File: src/rtl/wb_arbiter.sv
`default_nettype none
// ============================================================================
// Module   : wb_arbiter
// Brief    : Writeback arbiter merging the ALU result stream (priority) with
//            FIFO-buffered memory returns onto the single GPR write port.
// Revision : 1.0 - initial release
// ============================================================================
module wb_arbiter #(
    parameter int NUM_THREADS  = 4,
    parameter int DATA_W       = 16,
    parameter int FIFO_DEPTH   = 4,
    parameter int STARVE_LIMIT = 3
) (
    input  logic                          clk,
    input  logic                          rst,
    input  logic                          alu_valid,
    input  logic [3:0]                    alu_rD,
    input  logic [NUM_THREADS-1:0]        alu_mask,
    input  logic [NUM_THREADS*DATA_W-1:0] alu_data,
    input  logic                          mem_valid,
    output logic                          mem_ready,
    input  logic [3:0]                    mem_rD,
    input  logic [NUM_THREADS-1:0]        mem_mask,
    input  logic [NUM_THREADS*DATA_W-1:0] mem_data,
    output logic                          wb_rf_we,
    output logic [3:0]                    wb_rD_addr,
    output logic [NUM_THREADS-1:0]        wb_active_mask,
    output logic [NUM_THREADS*DATA_W-1:0] wb_data,
    output logic                          ex_hold,
    output logic                          proto_err
);

    localparam int c_AW = $clog2(FIFO_DEPTH);
    localparam int c_CW = c_AW + 1;
    localparam int c_SW = $clog2(STARVE_LIMIT + 1);
    localparam int c_BW = NUM_THREADS * DATA_W;
    localparam logic [c_SW-1:0] c_STARVE_MAX = c_SW'(STARVE_LIMIT);
    localparam logic [c_CW-1:0] c_DEPTH      = c_CW'(FIFO_DEPTH);

    logic [3:0]             r_fifo_rd   [FIFO_DEPTH];
    logic [NUM_THREADS-1:0] r_fifo_mask [FIFO_DEPTH];
    logic [c_BW-1:0]        r_fifo_data [FIFO_DEPTH];

    logic [c_AW-1:0]        r_wptr;
    logic [c_AW-1:0]        r_rptr;
    logic [c_CW-1:0]        r_count;
    logic [c_SW-1:0]        r_starve;
    logic                   r_perr;
    logic                   r_wb_we;
    logic [3:0]             r_wb_rd;
    logic [NUM_THREADS-1:0] r_wb_mask;
    logic [c_BW-1:0]        r_wb_data;

    logic                   w_ready;
    logic                   w_empty;
    logic                   w_pop;
    logic                   w_bypass;
    logic                   w_push;
    logic                   w_sel;
    logic                   w_hold;
    logic [3:0]             w_sel_rd;
    logic [NUM_THREADS-1:0] w_sel_mask;
    logic [c_BW-1:0]        w_sel_data;

    always_comb begin
        w_ready  = (r_count < c_DEPTH);
        w_empty  = (r_count == '0);
        w_hold   = (r_starve == c_STARVE_MAX) && !w_empty;
        w_pop    = !alu_valid && !w_empty;
        // An empty FIFO lets an idle-cycle return go straight to writeback.
        w_bypass = !alu_valid && w_empty && mem_valid && w_ready;
        w_push   = mem_valid && w_ready && !w_bypass;
        w_sel    = alu_valid || w_pop || w_bypass;

        w_sel_rd   = mem_rD;
        w_sel_mask = mem_mask;
        w_sel_data = mem_data;
        if (alu_valid) begin
            w_sel_rd   = alu_rD;
            w_sel_mask = alu_mask;
            w_sel_data = alu_data;
        end else if (w_pop) begin
            w_sel_rd   = r_fifo_rd[r_rptr];
            w_sel_mask = r_fifo_mask[r_rptr];
            w_sel_data = r_fifo_data[r_rptr];
        end
    end

    always_ff @(posedge clk) begin
        if (w_push) begin
            r_fifo_rd[r_wptr]   <= mem_rD;
            r_fifo_mask[r_wptr] <= mem_mask;
            r_fifo_data[r_wptr] <= mem_data;
        end
    end

    always_ff @(posedge clk) begin
        if (rst) begin
            r_wptr    <= '0;
            r_rptr    <= '0;
            r_count   <= '0;
            r_starve  <= '0;
            r_perr    <= 1'b0;
            r_wb_we   <= 1'b0;
            r_wb_rd   <= '0;
            r_wb_mask <= '0;
            r_wb_data <= '0;
        end else begin
            if (w_push) begin
                r_wptr <= r_wptr + c_AW'(1);
            end
            if (w_pop) begin
                r_rptr <= r_rptr + c_AW'(1);
            end
            if (w_push && !w_pop) begin
                r_count <= r_count + c_CW'(1);
            end else if (w_pop && !w_push) begin
                r_count <= r_count - c_CW'(1);
            end

            // Counts consecutive cycles a buffered head loses to the ALU.
            if (w_empty || w_pop) begin
                r_starve <= '0;
            end else if (alu_valid && (r_starve != c_STARVE_MAX)) begin
                r_starve <= r_starve + c_SW'(1);
            end

            if (alu_valid && w_hold) begin
                r_perr <= 1'b1;
            end

            r_wb_we <= w_sel;
            if (w_sel) begin
                r_wb_rd   <= w_sel_rd;
                r_wb_mask <= w_sel_mask;
                r_wb_data <= w_sel_data;
            end
        end
    end

    assign mem_ready      = w_ready;
    assign ex_hold        = w_hold;
    assign proto_err      = r_perr;
    assign wb_rf_we       = r_wb_we;
    assign wb_rD_addr     = r_wb_rd;
    assign wb_active_mask = r_wb_mask;
    assign wb_data        = r_wb_data;

endmodule
`default_nettype wire

File: config.mk
export PLATFORM = sky130hd
export DESIGN_NAME = wb_arbiter
export DESIGN_NICKNAME = d
export VERILOG_FILES = /design/src/rtl/wb_arbiter.sv
export SDC_FILE = /design/constraint.sdc
export NUM_CORES = 1
export LEC_CHECK = 0
export CAP_MARGIN = 20
export CORE_MARGIN = 5
export CORE_UTILIZATION = 55
export DETAILED_ROUTE_END_ITERATION = 8
export DONT_BUFFER_PORTS = 1
export PLACE_DENSITY = 0.7
export SLEW_MARGIN = 40
export SYNTH_ARGS = -nofsm -noshare
export SYNTH_HDL_FRONTEND = slang
export SYNTH_SLANG_ARGS = --single-unit
export TNS_END_PERCENT = 20
File: constraint.sdc
create_clock -name clk -period 4.8 [get_ports clk]
set_input_delay 0.96 -clock clk [delete_from_list [all_inputs] [get_ports clk]]
set_output_delay 0.96 -clock clk [all_outputs]
set_load 0.01 [all_outputs]
==> out/results.tsv, run 1 <==
stage	metric	value	unit
run_status	status	complete, no violations	
place	HPWL Detailed	19.29	mm
cts	clk buf depth	3	
synthesis	Synth Flop Type	edfxtp_1	
place	routability cong.	0.6974	
synthesis	syn avg cell area	16.16	um2
synthesis	Syn Inst Count	945	
detailed_routing	initial DRC count	750	
detailed_routing	DR DRC count	0	
floorplanning	Die X	176.6	um
cts	clock-pin transition on the worst setup and hold timing paths	0.06	ns
place	worst slack at placement	1.883	ns
synthesis	xor/xnor share of the synthesized area	0.1721	%
detailed_routing	first drt pass iteration count	5	
synthesis	synth warn	0	
synthesis	Mapped Nets	1100	
synthesis	synth unique cells	39	
synthesis	Yosys top cell area share	56.64	%
cts	worst skew pair latency	0.51	ns
final_layout	Area Growth Syn to Fin	10.52	%
grt	Tot GR Track Use	20.56	%
detailed_routing	total number of vias	8405	
cts	CTS tree	yes	
sta	Max Freq	359.6	MHz
final_layout	FILL cells	2008	
worst_setup_path	critical path's slowest cell	or3_4	
final_layout	share of cells above drive strength 1	18.78	%
sta	skew final	0.01194	ns
sta	Hold WS	0.5191	ns
flow_run	Max Cap Violations	0	
place	PortBufs	0	
synthesis	post-synth top area cell	edfxtp_1	
worst_setup_path	WS Path Type	register to output port	
floorplanning	io pins	224	
synthesis	post-synthesis adder-cell area fraction	0.6227	%
cts	root buffer cell	clkbuf_16	
worst_setup_path	Buffers & Inverters on Critical Path	0	
power_and_ir_drop	Pwr Density	538.9	nW/um2
floorplanning	Starting Density	55.27	%
grt	pin count of the biggest net entering global routing	87	
sta	period utilization	57.94	%
synthesis	ranking of synthesized cells by area	edfxtp_1 (57%), dfxtp_1 (11%), mux4_2 (10%)	
final_layout	area of the multi-input gates	4400	um2
final_layout	design area	16880	um2
cts	Inserted Clock Buffers	39	
cts	H-tree lvl count	2	
final_layout	Ant. Diodes	0	
sta	setup ws final	2.019	ns
sta	Slew Viols, Final	0	
final_layout	Final Net Count	1078	
sta	worst-margin pin slew	0.8260	ns
worst_setup_path	CP endpoint kind	output port	
sta	Final min period	2.781	ns
place	Placed Area	15470	um2
synthesis	EDFF count, synth	288	
cts	postcts setup bufs	0	
grt	first-pass GRT wire length	50.25	mm
sta	Fin. Hold Viols	0	
floorplanning	Vert. Die Dim	176.6	um
hold_path	Hold Crit Class	register to register	
synthesis	share of synthesized area spent on multiplexers	10.87	%
floorplanning	die area	31190	um2
cts	CTS Sinks	373	
power_and_ir_drop	Max VDD drop	0.3004	mV
synthesis	mapped cell area	15270	um2
worst_setup_path	worst path arrival time	1.82	ns
sta	final setup violation count	0	
detailed_routing	Vias/cell	6.315	
floorplanning	Core ar.	27630	um2
floorplanning	# rows	61	
synthesis	most common cell in the synthesized netlist	edfxtp_1	
synthesis	Synth Area in Compound Gates	7.940	%
synthesis	register area share after synthesis	67.78	%
worst_setup_path	critical path launch point type	register	
cts	post-CTS resize count	0	
detailed_routing	post-route ant nets	0	
synthesis	simple-gate portion of the synthesized area	8.981	%
worst_setup_path	CP required	3.84	ns
detailed_routing	wire length per cell	24.27	um
synthesis	synthesis-stage register bit count	373	
sta	final setup TNS	0	ns
worst_setup_path	Crit Path Max Fanout	35	
grt	number of global-route vias before repair	8485	
worst_setup_path	cell breakdown of the critical path	or3_4 -> and2_1	
grt	initial antenna violation count	0	
worst_setup_path	CP delay by family, top	simple AND/OR/NAND/NOR gates	
synthesis	commonest cells in the netlist	edfxtp_1 (288), dfxtp_1 (85), nand3_1 (74), nor3_1 (73)	
synthesis	share of synthesized registers carrying an async set or reset	0	%
worst_setup_path	crit-path max cell delay	0.62	ns
grt	grt total ovfl	0	
sta	RSZ-0062 raised after global routing	no	
sta	Slew HR	44.93	%
detailed_routing	final wirelength	32.30	mm
synthesis	largest family of logic cells by synthesized area	multiplexers	
final_layout	register area	10360	um2
cts	hold_buf cts	0	
power_and_ir_drop	Leakage Power	5.356	nW
tightest hold or removal path, cell delays in order (launching register included):
cell	delay [ns]
dfxtp_1	0.33
o21ai_0	0.08
a21oi_1	0.06
cell families after synthesis:
kind of cell	after synthesis
mux	75
buf+inv	86
simple gates	247
flops	373
fa+ha+maj	7
xor+xnor	3
compound gates	154
metal layers:
layer	GRT usage (%)	wire [um]	part of all wire [%]	vias to the layer above
li1	-	-	-	3737
met1	28.79	13300	41	4316
met2	32.94	15830	49	308
met3	5.148	2582	8.0	44
met4	5.126	593	1.8	0
met5	0	0	0	-
through the flow:
| step | util (%) | std cells | power [mW] |
|---|---|---|---|
| 4_1_cts | 60.94 | 1329 | 9.179 |
| 5_1_grt | 61.08 | 1331 | 9.499 |
| 3_3_place_gp | 55.42 | 1250 | 5.935 |
| 2_1_floorplan | - | 945 | 5.708 |
| 3_5_place_dp | 56.00 | 1258 | 6.032 |
| 6_report | 61.08 | 1331 | 9.095 |
power breakdown:
| group | total [mW] | switching [mW] | internal (mW) |
|---|---|---|---|
| Combinational | 1.61 | 0.888 | 0.725 |
| Sequential | 4.34 | 0.380 | 3.96 |
| Clock | 3.14 | 1.18 | 1.96 |
cell usage in the layout (no fill, tap or decap), drive strengths merged, types with 5 or more instances in the layout:
master and instances:
edfxtp 288, dfxtp 85, nor3 76, nand3 74
nand2b 72, a22oi 72, mux4 72, o31ai 72
clkbuf 54, buf 19, clkinv 9, nor2 8
ha 6, bufinv 6, a21oi 5, inv 5
state kept, by name (all words and copies together) (netlist names), named ones only:
signal	cells
r_fifo_mask	16
r_rptr	2
wb_data	64
r_fifo_data	256
r_count	3
r_starve	2
wb_rD_addr	4
r_wptr	2
wb_active_mask	4
r_fifo_rd	16
proto_err	1
wb_rf_we	1
area by class of cell:
class	instances	share of cell area, %
flip-flops and latches	373	61.37
inverters	4	0.08897
multi-input cells	486	26.08
well taps	378	2.802
repair buffers	19	1.587
clock buffers	54	6.665
clock inverters	17	1.409
path summary, 6_finish.rpt:
path,startpoint,to,slack [ns],cells past startpoint
max,r_count[0]$_SDFFE_PP0P_,ex_hold,2.02,2
min,r_wptr[1]$_SDFFE_PP0P_,r_wptr[1]$_SDFFE_PP0P_,0.52,2
max reg2reg,r_count[0]$_SDFFE_PP0P_,r_count[2]$_SDFFE_PP0P_,2.13,9
min reg2reg,r_wptr[1]$_SDFFE_PP0P_,r_wptr[1]$_SDFFE_PP0P_,0.52,2
No activity file was read; power rests on OpenSTA's default activity.
==> run 2: changes to the inputs <==
--- a/config.mk
+++ b/config.mk
@@ -10,7 +10,7 @@
 export CORE_UTILIZATION = 55
 export DETAILED_ROUTE_END_ITERATION = 8
 export DONT_BUFFER_PORTS = 1
-export PLACE_DENSITY = 0.7
+export PLACE_DENSITY = 0.73
 export SLEW_MARGIN = 40
 export SYNTH_ARGS = -nofsm -noshare
 export SYNTH_HDL_FRONTEND = slang
==> constraint.sdc (replaced) <==
create_clock -name clk -period 2.5 [get_ports clk]
set_input_delay 0.5 -clock clk [delete_from_list [all_inputs] [get_ports clk]]
set_output_delay 0.5 -clock clk [all_outputs]
set_load 0.01 [all_outputs]
==> run 2 against run 1 <==
Against the previous run: total power rose by 91%; count of clock-buffer cells in the layout rose by 2; clock power rose by 85%; worst hold slack got worse by 0.45 ns; critical path depth rose by 1; global-route usage rose by 0.19 points; combinational power rose by 100%; core utilization rose by 0.13 points; clock skew barely moved; wire length fell by 0.20%; non-clock buffer count rose by 3; sequential power rose by 91%; critical endpoint unchanged.
==> out/results.tsv, run 2 (same netlist as run 1, synthesis figures left out) <==
stage	metric	value	unit
floorplanning	Starting Density	55.27	%
place	HPWL Detailed	18.64	mm
place	PortBufs	0	
sta	Slew Viols, Final	0	
worst_setup_path	WS Path Type	register to output port	
final_layout	Area Growth Syn to Fin	10.76	%
floorplanning	io pins	224	
sta	Slew HR	66.30	%
detailed_routing	initial DRC count	495	
worst_setup_path	r2r worst-path depth	8	
detailed_routing	wire length per cell	24.18	um
grt	Tot GR Track Use	20.75	%
grt	global route hottest layer	met2	
final_layout	area of the multi-input gates	4400	um2
cts	root buffer cell	clkbuf_16	
detailed_routing	Vias/cell	6.339	
final_layout	commonest non-fill, non-tap cell in the layout	edfxtp_1	
sta	period utilization	96.27	%
sta	Final min period	2.407	ns
grt	number of global-route vias before repair	8884	
cts	CTS tree	yes	
sta	RSZ-0062 raised after global routing	no	
cts	Inserted Clock Buffers	38	
cts	H-tree lvl count	2	
worst_setup_path	crit path from	r_count[0]$_SDFFE_PP0P_	
final_layout	Final Net Count	1080	
sta	Fin. Hold Viols	0	
worst_setup_path	worst path arrival time	1.91	ns
grt	grt total ovfl	0	
final_layout	FILL cells	2038	
detailed_routing	DR DRC count	0	
worst_setup_path	Setup crit end	ex_hold	
worst_setup_path	critical path launch point type	register	
cts	CTS Sinks	373	
grt	met1 GRT Util	27.60	%
place	routability cong.	0.6900	
cts	clk buf depth	3	
grt	met2 track demand over resource	35.03	%
worst_setup_path	CP endpoint kind	output port	
final_layout	Most flops, register	r_fifo_data	
worst_setup_path	r2r startpoint	r_count[0]$_SDFFE_PP0P_	
final_layout	max reg flops	256	
sta	Hold WS	0.06494	ns
power_and_ir_drop	Max VDD drop	0.6839	mV
run_status	status	complete, no violations	
worst_setup_path	CP required	2.00	ns
grt	first-pass GRT wire length	50.74	mm
grt	GR Util met3	4.443	%
final_layout	share of cells above drive strength 1	19.27	%
detailed_routing	post-route ant nets	0	
sta	Max Freq	415.5	MHz
cts	hold_buf cts	0	
flow_run	Max Cap Violations	0	
detailed_routing	first drt pass iteration count	5	
worst_setup_path	FF-to-FF End	r_count[2]$_SDFFE_PP0P_	
power_and_ir_drop	Leakage Power	5.375	nW
detailed_routing	total number of vias	8450	
hold_path	Hold Crit Class	input port to register	
sta	skew final	0.01187	ns
final_layout	commonest non-fill, non-tap cells in the layout	edfxtp_1 (288), dfxtp_1 (83), nand3_1 (74), nor3_1 (73)	
floorplanning	Core ar.	27630	um2
floorplanning	# rows	61	
grt	pin count of the biggest net entering global routing	87	
sta	worst-margin pin slew	0.5055	ns
power_and_ir_drop	Pwr Density	1029	nW/um2
worst_setup_path	Crit Path Max Fanout	75	
floorplanning	Die X	176.6	um
detailed_routing	final wirelength	32.24	mm
final_layout	design area	16910	um2
worst_setup_path	Reg2Reg Setup Slack	0.23	ns
place	Placed Area	15540	um2
grt	initial antenna violation count	0	
final_layout	Core Util, Final	61.21	%
final_layout	register area	10360	um2
floorplanning	Vert. Die Dim	176.6	um
cts	worst skew pair latency	0.51	ns
place	worst slack at placement	0.2627	ns
cts	clock-pin transition on the worst setup and hold timing paths	0.06	ns
final_layout	Ant. Diodes	0	
sta	setup ws final	0.09325	ns
floorplanning	die area	31190	um2
sta	final setup violation count	0	
run 2: stage by stage:
step	instances	power, mW	TNS (ns)
finish	1333	17.40	0
global route	1333	18.21	0
CTS	1333	17.58	0
detailed placement	1262	11.60	0
global placement	1262	11.51	0
floorplan	945	10.95	-163.80
run 2: how the worst min path moves through the flow:
stage	startpoint	cells past startpoint	endpoint
2_1_floorplan	r_wptr[0]$_SDFFE_PP0P_	2	r_wptr[0]$_SDFFE_PP0P_
3_3_place_gp	r_rptr[0]$_SDFFE_PP0N_	2	register
3_5_place_dp	r_wptr[0]$_SDFFE_PP0P_	2	r_wptr[0]$_SDFFE_PP0P_
4_1_cts	rst	1	proto_err$_SDFFE_PP0P_
5_1_grt	rst	1	proto_err$_SDFFE_PP0P_
6_report	rst	1	proto_err$_SDFFE_PP0P_
run 2: power breakdown:
part / switching (mW) / internal (mW) / total (mW)
Sequential: 0.708 / 7.60 / 8.31
Clock: 2.22 / 3.59 / 5.81
Combinational: 1.79 / 1.49 / 3.28
Total: 4.72 / 12.7 / 17.4
run 2: layout make-up:
type | count | area share, %
Sequential cell | 373 | 61.24
Multi-Input combinational cell | 486 | 26.02
Inverter | 4 | 0.08878
Clock buffer | 56 | 6.999
Timing Repair Buffer | 22 | 1.983
Clock inverter | 14 | 0.8730
Tap cell | 378 | 2.796
run 2: what timing repair did:
action,4_1_cts,5_1_grt
buffers inserted,0,0
resized for setup,1,0
endpoints found under the setup margin,1,0
run 2: worst max-delay path: stages (launching register included):
cell and delay (ns):
dfxtp_1 0.41, or3_4 0.47, buf_16 0.26, and2_1 0.25
run 2: metal layers:
metal	share of wire (%)	vias to the layer above
li1	-	3752
met1	41	4332
met2	50	313
met3	7.0	53
met4	1.9	0
met5	0	-
==> run 3: changes to the inputs <==
--- a/config.mk
+++ b/config.mk
@@ -6,11 +6,13 @@
 export NUM_CORES = 1
 export LEC_CHECK = 0
 export CAP_MARGIN = 20
+export CELL_PAD_IN_SITES_DETAIL_PLACEMENT = 0
+export CELL_PAD_IN_SITES_GLOBAL_PLACEMENT = 1
 export CORE_MARGIN = 5
-export CORE_UTILIZATION = 55
+export CORE_UTILIZATION = 48
 export DETAILED_ROUTE_END_ITERATION = 8
 export DONT_BUFFER_PORTS = 1
-export PLACE_DENSITY = 0.73
+export PLACE_DENSITY_LB_ADDON = 0.1
 export SLEW_MARGIN = 40
 export SYNTH_ARGS = -nofsm -noshare
 export SYNTH_HDL_FRONTEND = slang
==> run 3 against run 2 <==
Against the previous run: design area rose by 0.24%; first-iteration DRC count up 7.1%; global-route usage down 1.4 points; die area increased by 14%; worst hold slack worse by 0.016 ns; largest power group unchanged.
==> out/results.tsv, run 3 (same netlist as run 1, synthesis figures left out) <==
stage	metric	value	unit
detailed_routing	DR DRC count	0	
flow_run	Max Cap Violations	0	
detailed_routing	total number of vias	8331	
place	PortBufs	0	
cts	root buffer cell	clkbuf_16	
floorplanning	Vert. Die Dim	188.4	um
floorplanning	Starting Density	48.52	%
detailed_routing	wire length per cell	25.86	um
final_layout	Final Net Count	1079	
floorplanning	Core ar.	31470	um2
detailed_routing	first drt pass iteration count	5	
cts	Inserted Clock Buffers	41	
place	routability cong.	0.6892	
cts	CTS Sinks	373	
hold_path	Hold Crit Start	rst	
cts	worst skew pair latency	0.53	ns
final_layout	Most flops, register	r_fifo_data	
final_layout	Ant. Diodes	0	
worst_setup_path	critical path launch point type	register	
worst_setup_path	crit path from	r_count[0]$_SDFFE_PP0P_	
grt	pin count of the biggest net entering global routing	87	
grt	number of global-route vias before repair	9040	
floorplanning	die area	35480	um2
floorplanning	io pins	224	
worst_setup_path	Crit Path Max Fanout	7	
run_status	status	complete, no violations	
floorplanning	Die X	188.4	um
floorplanning	# rows	65	
detailed_routing	post-route ant nets	0	
sta	worst-margin pin slew	0.5366	ns
final_layout	commonest non-fill, non-tap cell in the layout	edfxtp_1	
worst_setup_path	Reg2Reg Setup Slack	0.09	ns
power_and_ir_drop	Pwr Density	1050	nW/um2
sta	setup ws final	0.09029	ns
final_layout	max reg flops	256	
power_and_ir_drop	Leakage Power	5.385	nW
sta	period utilization	96.39	%
sta	skew final	0.01496	ns
sta	Fin. Hold Viols	0	
final_layout	commonest non-fill, non-tap cells in the layout	edfxtp_1 (288), dfxtp_1 (83), nand3_1 (74), nor3_1 (73)	
grt	initial antenna violation count	0	
cts	CTS tree	yes	
worst_setup_path	CP required	2.95	ns
sta	Slew Viols, Final	0	
detailed_routing	final wirelength	35.14	mm
hold_path	Hold Crit Class	input port to register	
sta	Final min period	2.410	ns
place	worst slack at placement	0.1701	ns
final_layout	Area Growth Syn to Fin	11.03	%
cts	hold_buf cts	0	
final_layout	FILL cells	2498	
sta	final setup violation count	0	
cts	clock-pin transition on the worst setup and hold timing paths	0.06	ns
power_and_ir_drop	Max VDD drop	0.5436	mV
worst_setup_path	worst path arrival time	2.85	ns
sta	Slew HR	63.95	%
cts	clk buf depth	3	
sta	RSZ-0062 raised after global routing	no	
final_layout	share of cells above drive strength 1	19.12	%
grt	first-pass GRT wire length	54.05	mm
sta	Hold WS	0.04905	ns
grt	grt total ovfl	0	
worst_setup_path	CP endpoint kind	register	
worst_setup_path	WS Path Type	register to register	
worst_setup_path	r2r startpoint	r_count[0]$_SDFFE_PP0P_	
final_layout	Core Util, Final	53.87	%
detailed_routing	initial DRC count	530	
cts	H-tree lvl count	2	
place	HPWL Detailed	19.68	mm
sta	Max Freq	415.0	MHz
grt	Tot GR Track Use	19.35	%
detailed_routing	Vias/cell	6.130	
## run 3: routing by layer
layer	wire length [um]	global-route usage, %	vias up
li1	-	-	3741
met1	14820	25.83	4291
met2	17270	32.18	267
met3	2601	5.354	32
met4	459	4.148	0
met5	0	0	-
## run 3: report_power, final
| part | leakage [nW] | switching [mW] | internal, mW |
|---|---|---|---|
| sequential | 3.33 | 0.727 | 7.60 |
| clock | 0.672 | 2.38 | 3.65 |
| combinational | 1.38 | 1.91 | 1.53 |
## run 3: final timing paths
| path | cells past startpoint | end |
|---|---|---|
| hold reg to reg | 2 | r_wptr[0]$_SDFFE_PP0P_ |
| setup / recovery | 8 | r_count[2]$_SDFFE_PP0P_ |
| setup reg to reg | 8 | r_count[2]$_SDFFE_PP0P_ |
| hold / removal | 1 | register |
## run 3: layout make-up
| cell class | count | area [um2] | area share (%) |
|---|---|---|---|
| Clock buffer | 55 | 1141 | 6.731 |
| Sequential cell | 373 | 10360 | 61.09 |
| Clock inverter | 21 | 226.5 | 1.336 |
| Multi-Input combinational cell | 486 | 4400 | 25.96 |
| Inverter | 4 | 15.01 | 0.08856 |
| Tap cell | 402 | 503.0 | 2.967 |
| Timing Repair Buffer | 18 | 310.3 | 1.830 |
## run 3: what timing repair did
action,CTS,global route
hold endpoints to repair,0,0
resized for setup,1,0
pin swaps,0,0
endpoints found under the setup margin,1,1
buffers inserted,0,0
cloned,1,1
## run 3: stage by stage
step	instances	instance area [um2]	setup TNS, ns	power [mW]
6_report	1359	16950	0	17.80
5_1_grt	1359	16950	0	18.63
4_1_cts	1358	16930	0	17.89
3_5_place_dp	1281	15520	0	11.68
3_3_place_gp	1280	15500	0	11.55
2_1_floorplan	945	15270	-163.80	10.95
## run 3: critical path, cell delays in order, from the launching register on
cell and delay (ns):
dfxtp_1 0.41, or3_4 0.52, nand2b_1 0.12, ha_1 0.19, inv_1 0.06, fa_1 0.38
xor2_1 0.19, or3_1 0.32, a21oi_1 0.15
